[config.mk]
export PLATFORM = sky130hd
export DESIGN_NAME = arb_rr_ctrl
export DESIGN_NICKNAME = d
export VERILOG_FILES = /design/src/rtl/arb_rr_ctrl.sv
export SDC_FILE = /design/constraint.sdc
export NUM_CORES = 1
export LEC_CHECK = 0
export CAP_MARGIN = 20
export CORE_MARGIN = 2
export CORE_UTILIZATION = 46
export CTS_BUF_LIST = sky130_fd_sc_hd__clkbuf_8
export DETAILED_ROUTE_END_ITERATION = 10
export PLACE_DENSITY_LB_ADDON = 0.3
export SLEW_MARGIN = 20
export SYNTH_ARGS = -nofsm -noshare
export SYNTH_HDL_FRONTEND = slang
export SYNTH_SLANG_ARGS = --single-unit
[constraint.sdc]
create_clock -name clk -period 3.8 [get_ports clk]
set_clock_uncertainty 0.2 [all_clocks]
set_input_delay 0.76 -clock clk [delete_from_list [all_inputs] [get_ports clk]]
set_output_delay 0.76 -clock clk [all_outputs]
set_load 0.03 [all_outputs]
[src/rtl/arb_rr_ctrl.sv]
// Round-robin arbiter steering four input FIFOs onto four output FIFOs.
// Grants are combinational in ACTIVE; per-destination push counters saturate.

module arb_rr_cnt #(
    parameter int CNT_W = 5
) (
    input  logic             clk,
    input  logic             reset_L,
    input  logic             clr,
    input  logic             inc,
    output logic [CNT_W-1:0] cnt
);
    always_ff @(posedge clk or negedge reset_L) begin
        if (!reset_L)                 cnt <= '0;
        else if (clr)                 cnt <= '0;
        else if (inc && (cnt != '1))  cnt <= cnt + 1'b1;
    end
endmodule

module arb_rr_ctrl #(
    parameter int FIFO_UNITS = 4,
    parameter int WORD_SIZE  = 10,
    parameter int PTR_L      = 3,
    parameter int CNT_W      = 5
) (
    input  logic                    clk,
    input  logic                    reset_L,
    input  logic                    init,
    input  logic [FIFO_UNITS-1:0]   fifo_empty,
    input  logic [2*FIFO_UNITS-1:0] head_dest,
    input  logic [FIFO_UNITS-1:0]   fifo_almost_full,
    output logic [FIFO_UNITS-1:0]   arb_pop,
    output logic [FIFO_UNITS-1:0]   arb_push,
    output logic [CNT_W-1:0]        cnt0,
    output logic [CNT_W-1:0]        cnt1,
    output logic [CNT_W-1:0]        cnt2,
    output logic [CNT_W-1:0]        cnt3,
    output logic                    idle
);
    // The select and destination fields are 2 bits wide, so only 4 units work.
    if (FIFO_UNITS != 4 || WORD_SIZE < 1 || PTR_L < 1) begin : g_param_chk
        $error("arb_rr_ctrl supports exactly 4 FIFO units");
    end

    typedef enum logic [1:0] {S_RESET, S_INIT, S_IDLE, S_ACTIVE} state_t;

    state_t                              state;
    logic [1:0]                          rr_ptr;
    logic [1:0]                          sel;
    logic [FIFO_UNITS-1:0][1:0]          dest;
    logic [FIFO_UNITS-1:0]               elig;
    logic                                any_elig;
    logic                                grant;
    logic                                cnt_clr;
    logic [FIFO_UNITS-1:0][CNT_W-1:0]    cnt;

    assign dest = head_dest;

    for (genvar i = 0; i < FIFO_UNITS; i++) begin : g_elig
        assign elig[i] = ~fifo_empty[i] & ~fifo_almost_full[dest[i]];
    end

    assign any_elig = |elig;
    assign grant    = (state == S_ACTIVE) && !init && any_elig;

    // Scan from the farthest offset down so the nearest eligible input wins.
    always_comb begin
        sel = rr_ptr;
        for (int k = FIFO_UNITS - 1; k >= 0; k--) begin
            if (elig[rr_ptr + 2'(k)]) sel = rr_ptr + 2'(k);
        end
    end

    always_comb begin
        arb_pop  = '0;
        arb_push = '0;
        if (grant) begin
            arb_pop[sel]        = 1'b1;
            arb_push[dest[sel]] = 1'b1;
        end
    end

    always_ff @(posedge clk or negedge reset_L) begin
        if (!reset_L) begin
            state  <= S_RESET;
            rr_ptr <= '0;
        end else begin
            case (state)
                S_RESET:  state <= S_INIT;
                S_INIT:   if (!init) state <= S_IDLE;
                S_IDLE:   if (init) state <= S_INIT;
                          else if (any_elig) state <= S_ACTIVE;
                S_ACTIVE: if (init) state <= S_INIT;
                          else if (!any_elig) state <= S_IDLE;
                default:  state <= S_RESET;
            endcase
            if (grant) rr_ptr <= sel + 2'd1;
        end
    end

    assign idle    = (state == S_IDLE);
    assign cnt_clr = init || (state == S_INIT) || (state == S_RESET);

    for (genvar d = 0; d < FIFO_UNITS; d++) begin : g_cnt
        arb_rr_cnt #(.CNT_W(CNT_W)) u_cnt (
            .clk     (clk),
            .reset_L (reset_L),
            .clr     (cnt_clr),
            .inc     (arb_push[d]),
            .cnt     (cnt[d])
        );
    end

    assign cnt0 = cnt[0];
    assign cnt1 = cnt[1];
    assign cnt2 = cnt[2];
    assign cnt3 = cnt[3];
endmodule

==> impl_results.md <==
* Core area at 3940 um^2
* Die X at about 67 um
* Drc violations at 0
* Post-synth ARST share at 100%
* Place WS at -0.650 ns
* Max clock buf depth at 2
* Pwr dens at between 400 and 500 nW/um^2
* Worst setup path startpoint: fifo_almost_full[2]
* Rows at 23
* DRT antenna net count at 0
* RSZ-0062 raised after global routing: yes
* R2r endpoint: g_cnt[3].u_cnt.cnt[2]$_DFFE_PN0P_
* GP Congestion at about 0.84
* Root Buffer: clkbuf_8
* DRT met1 WL at between 2 and 2.5 mm
* Final hold viol count at 0
* # diodes at 0
* Final worst path period share at 103%
* Fmax at between 200 and 300 MHz
* Critical Path Source Type: input pin
* Ys Warns at 0
* Net Count, Synth at between 200 and 250
* Synth top area share at 32.5%
* Post-synth EDFFs at 0
* Placed Cells at about 320
* Nets at 311
* Share of post-route cells with drive strength above 1 at 36.9%
* Static Leakage at approximately 1.3 nW
* CTS Hold Bufs at 0
* Die height at 67.4 um
* Failing checks: negative setup slack
* Area leader, netlist: dfrtp_1
* Area delta synth->final at 58.7%
* PortBufs at 47
* Vias/cell at 5.64
* CP required at 2.84 ns
* Detail Placement HPWL at roughly 3.6 mm
* Clock Latency Late Sink at 0.28 ns
* Synthesized area at approximately 1800 um^2
* Pin count of the biggest net entering global routing at 25
* HP Class: flop to flop
* Clock sinks at 24
* CTS tree: yes
* Initial antenna violation count at 0
* Uppermost routed layer: met4
* Hold EP: g_cnt[0].u_cnt.cnt[3]$_DFFE_PN0P_
* Mean routed wirelength per cell at 17.5 um
* Top Ports at 48
* Vias in the first global route at 1813
* Tmin final at 3.92 ns
* Status: complete, but fails checks
* Critical path fanouts, max at 5
* Slew Viols, Final at 0
* Sequential share of the synthesized area at between 30% and 40%
* Setup ws final at -0.121 ns
* Initial Utilization at 46.9%
* Final setup vio count at 7
* Syn Inst Count at 199
* Worst-Margin Slew at 0.515 ns
* DR vias at 1854
* Hold Path Depth at 1
* RR Startpoint: rr_ptr[1]$_DFFE_PN0P_
* CP Capture Type: output port
* Max-cap violation count at 0
* Tot Pwr at about 1.2 mW
* Reg clk slew, reported paths at 0.09 ns
* DR WL met3 at 274 um
* Hold Crit Start: g_cnt[0].u_cnt.cnt[3]$_DFFE_PN0P_
* Met2 wire length at approximately 3.0 mm
* First DRT Iteration DRCs at 121
* Rel. slew slack at 65.7%
* Worst IR Drop VDD at 0.248 mV
* Top post-synthesis cells by area: dfrtp_1 (32%), mux2i_1 (9.2%), ha_1 (8.1%)
* H-tree depth at 1
* Yosys cell types at 51
* R2R cell count at 9
* Num CTS Buffers at 3
* Crit path kind: input pin to output port
* 1st-pass router iterations at 4
* Die ar. at 4540 um^2
* Grt ovf at 0
* Finished Layout Cells at 329
* WL final at 5.75 mm
* Global-route wire length before repair at 8.20 mm
* Primary FF master, synth: dfrtp_1
* Syn_area_per_cell at 9.29 um^2
* Seq cells post-synth at 24
* GRT Overall Usage at 24.2%
* Worst R2R Setup Slack at 0.44 ns
* Arr. time, crit path at 2.96 ns
## cell type report
type,instances,area (um^2)
well taps,50,62.6
clock inverters,1,30.0
multi-input cells,145,1310
flip-flops and latches,24,601
fillers,267,1010
repair buffers,91,828
clock buffers,3,41.3
inverters,15,61.3
## cell usage in the layout (no fill, tap or decap), drive strengths merged, types with 3 or more instances in the layout
master / instances
dlygate4sd2: 4
o21ai: 3
nor2: 12
and2: 5
nand3: 4
a21oi: 6
nand2: 18
nand2b: 6
buf: 60
o31ai: 5
nor3: 5
or2: 3
and3: 5
ha: 12
clkdlybuf4s50: 25
clkbuf: 3
dfrtp: 24
inv: 15
mux2i: 17
nor2b: 4
o211ai: 4
## cells by family after synthesis
logic type      Yosys count  synth area share, %
fa+ha+maj                12                 8.12
simple gates             73                 21.8
mux                      19                 11.6
compound gates           41                 18.4
flops                    24                 32.5
buf+inv                  30                 7.52
## critical path: stages
cell and delay, ns:
buf_6 0.11, mux4_2 0.47, or2_4 0.29, o22a_1 0.27, o2bb2ai_2 0.20, buf_6 0.14
a2111oi_4 0.04, or3b_4 0.43, nor2_4 0.12, buf_6 0.14
## routing by layer
metal,up-vias,global-route usage (%)
li1,885,-
met1,881,26.1
met2,68,43.9
met3,20,4.33
met4,0,14.5
met5,-,0
## power by group
part / internal [mW] / switching (mW)
registers: 0.271 / 0.0455
clock network: 0.141 / 0.0917
logic: 0.339 / 0.336
## through the flow
stage / util (%) / TNS (ns) / cell area, um^2 / hold slack (ns)
floorplan: - / -0.499 / 1880 / 0.264
global placement: 65.0 / -7.80 / 2560 / 0.303
detailed placement: 65.0 / -9.18 / 2560 / 0.326
CTS: 70.8 / -0.154 / 2790 / 0.340
global route: 74.4 / -0.992 / 2930 / 0.364
finish: 74.4 / -0.574 / 2930 / 0.333
## synth_stat cells (all sizes together) (2+ instances only)
master / number
a21oi: 6
nand4: 2
o31ai: 5
o2bb2ai: 2
clkbuf: 7
nor2b: 4
nand3b: 2
nand2: 18
o211ai: 4
ha: 12
o311ai: 2
o21ai: 3
mux4: 2
buf: 8
mux2i: 17
and3: 5
or2: 3
o41ai: 2
or4: 2
a22o: 2
nor3: 5
dfrtp: 24
o31a: 2
nand3: 4
a2bb2oi: 2
nor2: 12
inv: 15
nand2b: 6
and2: 5
## timing repair
action | in CTS | in global routing
setup endpoints to repair | 16 | 8
gates resized for setup | 76 | 37
pin swaps | 12 | 9
gates cloned | 0 | 0
setup buffers | 7 | 2
## registers in the layout (all words and copies together) (netlist names)
register         flops
g_cnt.u_cnt.cnt     20
state                2
rr_ptr               2
## how the worst max path moves through the flow
stage,end,slack [ns],depth (start not counted)
5_1_grt,arb_push[2],-0.16,10
3_3_place_gp,arb_pop[3],-0.59,8
6_report,arb_push[2],-0.12,10
4_1_cts,arb_push[3],-0.09,10
2_1_floorplan,arb_push[2],-0.21,11
3_5_place_dp,arb_pop[3],-0.65,9
Note: power is estimated with default switching activity, not from simulation.
